`src/rtl/fp_pkg.sv`:
```
// Shared single-precision field layout, format constants and divider state encoding.
package fp_pkg;
    localparam int EXP_W = 8;
    localparam int MAN_W = 23;
    localparam int BIAS  = 127;

    localparam int SIGN   = 31;
    localparam int EXP_HI = 30;
    localparam int EXP_LO = 23;
    localparam int MAN_HI = 22;
    localparam int MAN_LO = 0;

    typedef struct packed {
        logic             sign;
        logic [EXP_W-1:0] exp;
        logic [MAN_W-1:0] man;
    } fp32_t;

    typedef enum logic [1:0] {IDLE, DIV, RND, DONE} state_t;

    function automatic logic [31:0] fp_pack(input logic s, input logic [EXP_W-1:0] e,
                                            input logic [MAN_W-1:0] m);
        return {s, e, m};
    endfunction
endpackage

```
`src/rtl/fp_div_if.sv`:
```
// Operand/result valid-ready bundle between the divider and its producer/consumer.
interface fp_div_if;
    logic        in_valid;
    logic        in_ready;
    logic [31:0] a;
    logic [31:0] b;
    logic        out_valid;
    logic        out_ready;
    logic [31:0] y;
    logic        div_by_zero;

    modport master (output in_valid, a, b, out_ready,
                    input  in_ready, out_valid, y, div_by_zero);
    modport slave  (input  in_valid, a, b, out_ready,
                    output in_ready, out_valid, y, div_by_zero);
endinterface

```
`src/rtl/fp_mant_divider.sv`:
```
// One restoring division step: subtract the divisor when it fits, emit the quotient bit, shift.
module fp_mant_divider
    import fp_pkg::*;
(
    input  logic [MAN_W+1:0] rem,
    input  logic [MAN_W:0]   mb,
    output logic [MAN_W+1:0] next_rem,
    output logic             q_bit
);
    logic [MAN_W+1:0] diff;

    always_comb begin
        q_bit    = (rem >= {1'b0, mb});
        diff     = q_bit ? (rem - {1'b0, mb}) : rem;
        next_rem = diff << 1;
    end
endmodule

```
`src/rtl/fp_div.sv`:
```
// Iterative single-precision divider; 28 cycles accept-to-valid for normal operands, 1 for zeros.
// One operation in flight: in_ready is low until the result has been taken by the consumer.
module fp_div
    import fp_pkg::*;
(
    input  logic    clk,
    input  logic    rst,
    fp_div_if.slave bus
);
    state_t               state;
    logic [4:0]           cnt;
    logic [MAN_W+1:0]     rem;
    logic [MAN_W:0]       mb;
    logic [MAN_W+1:0]     q;
    logic signed [9:0]    e;
    logic                 sgn;

    logic                 in_ready_r;
    logic                 out_valid_r;
    logic [31:0]          y_r;
    logic                 dbz_r;

    assign bus.in_ready    = in_ready_r;
    assign bus.out_valid   = out_valid_r;
    assign bus.y           = y_r;
    assign bus.div_by_zero = dbz_r;

    // Operand decode and setup for the accept cycle
    fp32_t             fa, fb;
    logic              a_zero, b_zero, s_c, shift;
    logic [MAN_W:0]    ma_c, mb_c;
    logic signed [9:0] e_c;

    always_comb begin
        fa     = bus.a;
        fb     = bus.b;
        a_zero = (fa.exp == '0);
        b_zero = (fb.exp == '0);
        s_c    = fa.sign ^ fb.sign;
        ma_c   = {1'b1, fa.man};
        mb_c   = {1'b1, fb.man};
        shift  = (ma_c < mb_c);
        e_c    = {2'b00, fa.exp} - {2'b00, fb.exp} + 10'(BIAS) - {9'd0, shift};
    end

    logic [MAN_W+1:0] next_rem;
    logic             q_bit;

    fp_mant_divider u_step (
        .rem      (rem),
        .mb       (mb),
        .next_rem (next_rem),
        .q_bit    (q_bit)
    );

    // The integer quotient bit is always 1 and falls off the top of q; q[1]=G, q[0]=R.
    logic [MAN_W-1:0]  frac, man_r;
    logic              sticky, inc, carry;
    logic signed [9:0] e_r;
    logic [31:0]       res;

    always_comb begin
        frac   = q[MAN_W+1:2];
        sticky = |rem;
        inc    = q[1] & (q[0] | sticky | q[2]);
        carry  = inc & (&frac);
        man_r  = frac + MAN_W'(inc);
        e_r    = e + {9'd0, carry};
        if (e_r >= $signed(10'd255))
            res = fp_pack(sgn, '1, '0);
        else if (e_r <= $signed(10'd0))
            res = fp_pack(sgn, '0, '0);
        else
            res = fp_pack(sgn, e_r[EXP_W-1:0], man_r);
    end

    always_ff @(posedge clk or posedge rst) begin
        if (rst) begin
            state       <= IDLE;
            cnt         <= '0;
            rem         <= '0;
            mb          <= '0;
            q           <= '0;
            e           <= '0;
            sgn         <= 1'b0;
            in_ready_r  <= 1'b1;
            out_valid_r <= 1'b0;
            y_r         <= '0;
            dbz_r       <= 1'b0;
        end else begin
            case (state)
                IDLE: begin
                    if (bus.in_valid) begin
                        in_ready_r <= 1'b0;
                        sgn        <= s_c;
                        dbz_r      <= b_zero;
                        if (a_zero || b_zero) begin
                            y_r         <= b_zero ? fp_pack(s_c, '1, '0) : fp_pack(s_c, '0, '0);
                            out_valid_r <= 1'b1;
                            state       <= DONE;
                        end else begin
                            mb    <= mb_c;
                            rem   <= shift ? {ma_c, 1'b0} : {1'b0, ma_c};
                            e     <= e_c;
                            q     <= '0;
                            cnt   <= 5'd25;
                            state <= DIV;
                        end
                    end
                end
                DIV: begin
                    rem <= next_rem;
                    q   <= {q[MAN_W:0], q_bit};
                    if (cnt == 5'd0)
                        state <= RND;
                    else
                        cnt <= cnt - 5'd1;
                end
                RND: begin
                    y_r         <= res;
                    out_valid_r <= 1'b1;
                    state       <= DONE;
                end
                DONE: begin
                    if (bus.out_ready) begin
                        out_valid_r <= 1'b0;
                        in_ready_r  <= 1'b1;
                        state       <= IDLE;
                    end
                end
                default: state <= IDLE;
            endcase
        end
    end
endmodule
```
`src/flat_wrapper.sv`:
```
// flat-port wrapper written by rule: the top's interface ports become plain ports
module fp_div_flat import fp_pkg::*;
  (clk, rst, bus_in_valid, bus_a, bus_b, bus_out_ready, bus_in_ready, bus_out_valid, bus_y, bus_div_by_zero);
  fp_div_if bus_i ();
  input  logic clk;
  input  logic rst;
  input wire logic [$bits(bus_i.in_valid)-1:0] bus_in_valid;
  input wire logic [$bits(bus_i.a)-1:0] bus_a;
  input wire logic [$bits(bus_i.b)-1:0] bus_b;
  input wire logic [$bits(bus_i.out_ready)-1:0] bus_out_ready;
  output wire logic [$bits(bus_i.in_ready)-1:0] bus_in_ready;
  output wire logic [$bits(bus_i.out_valid)-1:0] bus_out_valid;
  output wire logic [$bits(bus_i.y)-1:0] bus_y;
  output wire logic [$bits(bus_i.div_by_zero)-1:0] bus_div_by_zero;
  assign bus_i.in_valid = bus_in_valid;
  assign bus_i.a = bus_a;
  assign bus_i.b = bus_b;
  assign bus_i.out_ready = bus_out_ready;
  assign bus_in_ready = bus_i.in_ready;
  assign bus_out_valid = bus_i.out_valid;
  assign bus_y = bus_i.y;
  assign bus_div_by_zero = bus_i.div_by_zero;
  fp_div u_core (.clk(clk), .rst(rst), .bus(bus_i));
endmodule
```
`config.mk`:
```
export PLATFORM = sky130hd
export DESIGN_NAME = fp_div_flat
export DESIGN_NICKNAME = d
export VERILOG_FILES = /design/src/rtl/fp_pkg.sv /design/src/rtl/fp_div_if.sv /design/src/rtl/fp_mant_divider.sv /design/src/rtl/fp_div.sv /design/src/flat_wrapper.sv
export SDC_FILE = /design/constraint.sdc
export NUM_CORES = 1
export LEC_CHECK = 0
export CORE_MARGIN = 5
export CORE_UTILIZATION = 30
export DETAILED_ROUTE_END_ITERATION = 8
export PLACE_DENSITY_LB_ADDON = 0.05
export SYNTH_ARGS = -nofsm -noshare
export SYNTH_HDL_FRONTEND = slang
export SYNTH_HIERARCHICAL = 1
export SYNTH_SLANG_ARGS = --single-unit
```
`constraint.sdc`:
```
create_clock -name clk -period 4.6 [get_ports clk]
set_clock_uncertainty 0.2 [all_clocks]
set_input_delay 0.46 -clock clk [delete_from_list [all_inputs] [get_ports clk]]
set_output_delay 0.46 -clock clk [all_outputs]
set_load 0.02 [all_outputs]
```
# After elaboration in Yosys (flattened, before gate mapping)
# Index checks and enable logic that the tools add are counted.
op_classes:
  addsub: 7
  order_cmp: 4
  eq_ne: 9
  mux: 30
  bitwise_logic: 6
  reduce_logical: 19
op_table:
  columns: ["op", "count"]
  rows:
  - ["$mux W25", 5]
  - ["$pmux W25 S2", 2]
  - ["$mux W31", 3]
  - ["$mux W32", 2]
  - ["$pmux W32 S2", 1]
  - ["$ge A25 B24 Y1", 1]
  - ["$reduce_or A25 Y1", 1]
  - ["$lt A24 B24 Y1", 1]
  - ["$mux W24", 1]
  - ["$sub A24 B24 Y24", 1]
  - ["$add A23 B1 Y23", 1]
  - ["$reduce_and A23 Y1", 1]
  - ["$logic_not A8 Y1", 2]
  - ["$mux W5", 3]
  - ["$reduce_and A3 Y1", 5]
  - ["$add A10 B1 Y10", 1]
  - ["$add A10 B7 Y10 const B", 1]
  - ["$ge A10 B9 Y1 const B", 1]
  - ["$le A10 B1 Y1 const B", 1]
  - ["$pmux W5 S2", 1]
  - ["$sub A10 B1 Y10", 1]
  - ["$sub A8 B8 Y9", 1]
  - ["$mux W2", 4]
  - ["$ne A2 B2 Y1 const B", 4]
  - ["19 further kinds", 30]
word_totals:
  ff_bits: 127
  input_bits: 68
  output_inout_bits: 35
  word_cells: 86

# Longest topological paths before layout
# Gate-level depths: netlist of the first run.
depth:
  depth_word: 10
  ltp_mapped: 19
  mapped_depth_nobuf: 17

# Cells and area by module
# The synthesis of the first run kept the hierarchy.
by_module_without_submodules:
  columns: ["module", "instances", "cells_each", "area_per_inst_um2", "seq_area_each_um2"]
  rows:
  - ["fp_div", 1, 850, 7704.9, 3179.3]
  - ["fp_mant_divider", 1, 279, 1740.4, 0.0]

# Worst setup path after synthesis of the first run
# Ideal clock, no wire load.
synth_timing:
  path_type: "input port to flip-flop"
  startpoint: "input port bus_b[17]"
  endpoint: "register u_core.e[9]"
  setup_ps: 110
  arrival_ps: 3731
  slack_ps: 559
  path_stages: 19
  path_buffers: 2
  path_cell_list: "inv_1 -> ha_1 -> a21o_1 -> a21oi_1 -> o22ai_1 -> nor4_4 -> and2_1 -> buf_2 -> buf_6 -> inv_2 -> ha_1 -> ha_1 -> fa_1 -> a21o_1 -> a21oi_1 -> o21bai_1 -> a21oi_1 -> nor2b_1 -> o41ai_1"
synth_via:
  elab_chain_cells: 2
synth_lines:
  columns: ["element", "line", "text"]
  rows:
  - ["from (decl)", "flat_wrapper.sv:9", "input wire logic [$bits(bus_i.b)-1:0] bus_b;"]
  - ["$lt A24 B24 Y1", "fp_div.sv:42", "shift = (ma_c < mb_c);"]
  - ["$sub A10 B1 Y10", "fp_div.sv:43", "e_c = {2'b00, fa.exp} - {2'b00, fb.exp} + 10'(BIAS) - {9'd0, shift};"]
  - ["to (signal assigned)", "fp_div.sv:84", "e <= '0;"]
  - ["to (signal assigned)", "fp_div.sv:104", "e <= e_c;"]
  - ["to (decl)", "fp_div.sv:15", "logic signed [9:0] e;"]
# No other way between the ends.
# A chain may end at the register's enable or synchronous reset.

# Final worst setup path of the first run
layout_timing:
  startpoint: "input port bus_b[6]"
  endpoint: "register u_core.e[7]"
# Same word-level chain as after synthesis.

==> qor.csv, run 1 <==
metric;value;unit
cts_setup_buffers;0;
areaGrowthSynthToFinish;20.6;%
ctsHoldBuffers;0;
firstDrtPassIters;5;
peakVddDrop;0.413;mV
grt_max_degree;125;
final_hold_viol_count;0;
ant_nets;0;
switching_share;48.5;%
crit_top_cell;ha_1;
yosys.area_share.simple;20.2;%
rsz0062_at_grt;no;
yosysWarnings;6;
yosysTopAreaCellShare;33.4;%
grt_pass1_wl;44800;um
syn_area;0.00945;sq mm
clk_latency;0.44;ns
cts_tree;built;
place_hpwl;20000;um
cts_root_buf;clkbuf_16;
synth_top_cell_by_area;dfrtp_1;
critical-path-slowest-cell;a221oi_1;
fin_cells;1620;
cts_made_buffers;17;
dpl_cell_area;0.0108;sq mm
synth_edf_count;0;
p_leak;4.77;nW
worstHoldStart;u_core/mb[23];
dpl.cell_count;1588;
die-area;0.0351;sq mm
r2r_end;u_core/bus.y[8];
power.share.clock;17.5;%
fin_nets;1347;
mostFrequentLayoutCells;171 x nand2_1, 126 x dfrtp_1, 102 x clkdlybuf4s50_1, 99 x o21ai_0, 88 x nor2_1;
max_stage_delay;0.49;ns
power_frac_comb;59.2;%
crit_chain;clkdlybuf4s50_1 -> inv_1 -> ha_1 -> and4_1 -> a221oi_1 -> a2111o_1 -> and2_1 -> inv_2 -> ha_1 -> ha_1 -> fa_1 -> a21o_1 -> a21oi_1 -> o21bai_1 -> a21oi_1 -> buf_4 -> xor2_1 -> o21ai_0;
wl_met2;12500;um
critical_path_peak_fanout;3;
crit_arrival;4.26;ns
cts_sinks;127;
ctsResizeCount;0;
worst-setup-path-type;in2reg;
slew_headroom;39.8;%
period_share;90.3;%
reg2regPathDepth;11;
synth_top_cells_by_area;dfrtp_1 33%, ha_1 9.4%, nand2_1 6.8%, o21ai_0 5.2%, nor2_1 3.5%;
num_rows;65;
drcViolationCount;0;
max_freq;241;MHz
gp_congestion;0.858;
vias_per_cell;5.02;
wl_met3;692;um
overflow;0;
yosys.area_share.adder;10.0;%
timing.final.crit_period;4.15;ns
muxShareOfSynthArea;1.02;%
ff2ff_setup_slack;0.55;ns
wl_met1;13600;um
synth-xor-area-share;6.01;%
synth_area_per_cell;8.37;sq um
layout_commonest_cell;nand2_1;
cp.required;4.70;ns
fillers;3231;
setup_viol;0;
path_clk_slew;0.07;ns
coreArea;0.0313;sq mm
num_vias;8137;
synth_seq_cells;127;
maxCapViolations;0;
final_max_slew_viol_count;0;
finalInstanceArea;0.0114;sq mm
ys_types;74;
start_kind;input port;
worst_slew_pin_slew;0.896;ns
drt_wl_total;27100;um
syn_nets;1271;
p_seq_share;23.3;%
wl_per_cell;16.7;um
r2r-start;u_core/q[6];
clockBufferDepth;2;
top_layer;met4;
diodes;0;
synth_flop_cell;dfrtp_1;
endpoint_kind;flip-flop;
setup.worst_path.start;bus_b[6];
switchingPower;3.70;mW
antenna_found_initial;0;
htree_levels;4;
hold_ws;0.270;ns
endpoint;u_core/e[7];
p_int;3.93;mW
synth_top_family_by_area;compound AO/OA/AOI/OAI gates;
synth-compound-area-share;22.3;%
drive_above_1_share;9.52;%
outcome;complete, no violations;
numPortBuffers;102;
die-width;187;um
seq_area_frac_synth;33.7;%
grt_pass1_vias;8280;
die_h;187;um
hp-class;reg2reg;
async_flop_share;100;%
cellPowerDensity;670;mW/mm^2
drt-initial-drc-count;424;
start_util;30.2;%
synthCells;1129;
grtUsageTotal;15.6;%
ios;103;
## synth_stat cells, drive strengths merged, types with 2 or more instances
cell and instances:
inv 84, nor4 20, nor2b 13, nor4b 2, ha 71, nor3b 2
or2 6, o2111a 2, nand2 171, nor2 88, o41ai 7, o31a 2
nand4 19, o21ai 129, buf 31, a221oi 2, xnor2 31, nand2b 5
and4 5, o21bai 2, mux2 5, o31ai 10, a221o 26, nor3 36
a211oi 5, a21boi 2, dfrtp 126, and2 7, xor2 33, clkbuf 33
mux2i 4, a21o 12, nand3 31, a31oi 5, o211ai 3, fa 3
a21oi 51, a2111oi 24, o21a 2, and3 4
## critical path, delay by kind of cell
family | cells | cell delay (ns)
xor+xnor | 1 | 0.13
simple gates | 2 | 0.45
fa+ha+maj | 4 | 1.05
buf+inv | 4 | 0.68
compound gates | 7 | 1.48
## power groups by stage
stage	logic, mW	clock network [mW]	registers (mW)
floorplan	3.47	0	1.71
global placement	4.51	0	1.80
detailed placement	4.51	0	1.80
CTS	4.53	1.38	1.78
global route	5.07	1.42	1.83
finish	4.51	1.34	1.78
## how the worst min path moves through the flow
stage                         end  slack (ns)  depth (start not counted)
CTS                 u_core/mb[23]        0.27                          1
detailed placement  u_core/mb[23]        0.25                          1
global route        u_core/mb[23]        0.29                          1
floorplan           u_core/mb[23]        0.23                          1
finish              u_core/mb[23]        0.27                          1
global placement    u_core/mb[23]        0.25                          1
## layer usage
layer | vias to the layer above | GRT usage [%]
met3 | 17 | 2.39
met1 | 3845 | 21.8
li1 | 4149 | -
met5 | - | 0
met4 | 0 | 3.44
met2 | 126 | 25.5
## metrics by stage
stage          utilization, %  total power [mW]  setup TNS (ns)  worst slack [ns]
2_1_floorplan               -              5.17               0             0.557
3_3_place_gp             34.6              6.31          -0.279            -0.156
3_5_place_dp             34.6              6.31          -0.204            -0.113
4_1_cts                  36.4              7.70               0             0.333
5_1_grt                  36.4              8.32               0            0.0548
6_report                 36.4              7.63               0             0.445
## flip-flops by register name, indices dropped and copies added (netlist names)
signal	count
u_core/bus.y	32
u_core/q	25
u_core/rem	25
u_core/mb	24
u_core/e	10
u_core/cnt	5
u_core/state	2
u_core/bus.div_by_zero	1
u_core/bus.in_ready	1
u_core/bus.out_valid	1
u_core/sgn	1
## cell families after synthesis
kind of cell | after synthesis
adders and majority gates | 74
other | 1
AOI/OAI and AO/OA | 294
muxes | 9
buffers and inverters | 149
and+or+nand+nor | 411
xor gates and xnor gates | 64
DFF | 127
## cell type report
cell class / instances / area, sq um / share of cell area [%]
multi-input combinational: 853 / 5650 / 49.6
timing repair buffer: 121 / 1180 / 10.3
clock inverter: 14 / 130 / 1.14
tap: 402 / 503 / 4.42
sequential: 127 / 3180 / 27.9
inverter: 85 / 322 / 2.82
clock buffer: 18 / 429 / 3.77
(Power assumes the default switching activity.)
==> run 2, diff against run 1 <==
--- a/config.mk
+++ b/config.mk
@@ -9,6 +9,7 @@
 export CORE_UTILIZATION = 30
 export DETAILED_ROUTE_END_ITERATION = 8
 export PLACE_DENSITY_LB_ADDON = 0.05
+export SLEW_MARGIN = 15
 export SYNTH_ARGS = -nofsm -noshare
 export SYNTH_HDL_FRONTEND = slang
 export SYNTH_HIERARCHICAL = 1
==> results of run 2 <==
Same layout as run 1: the final DEF is identical, and so are final timing and power.
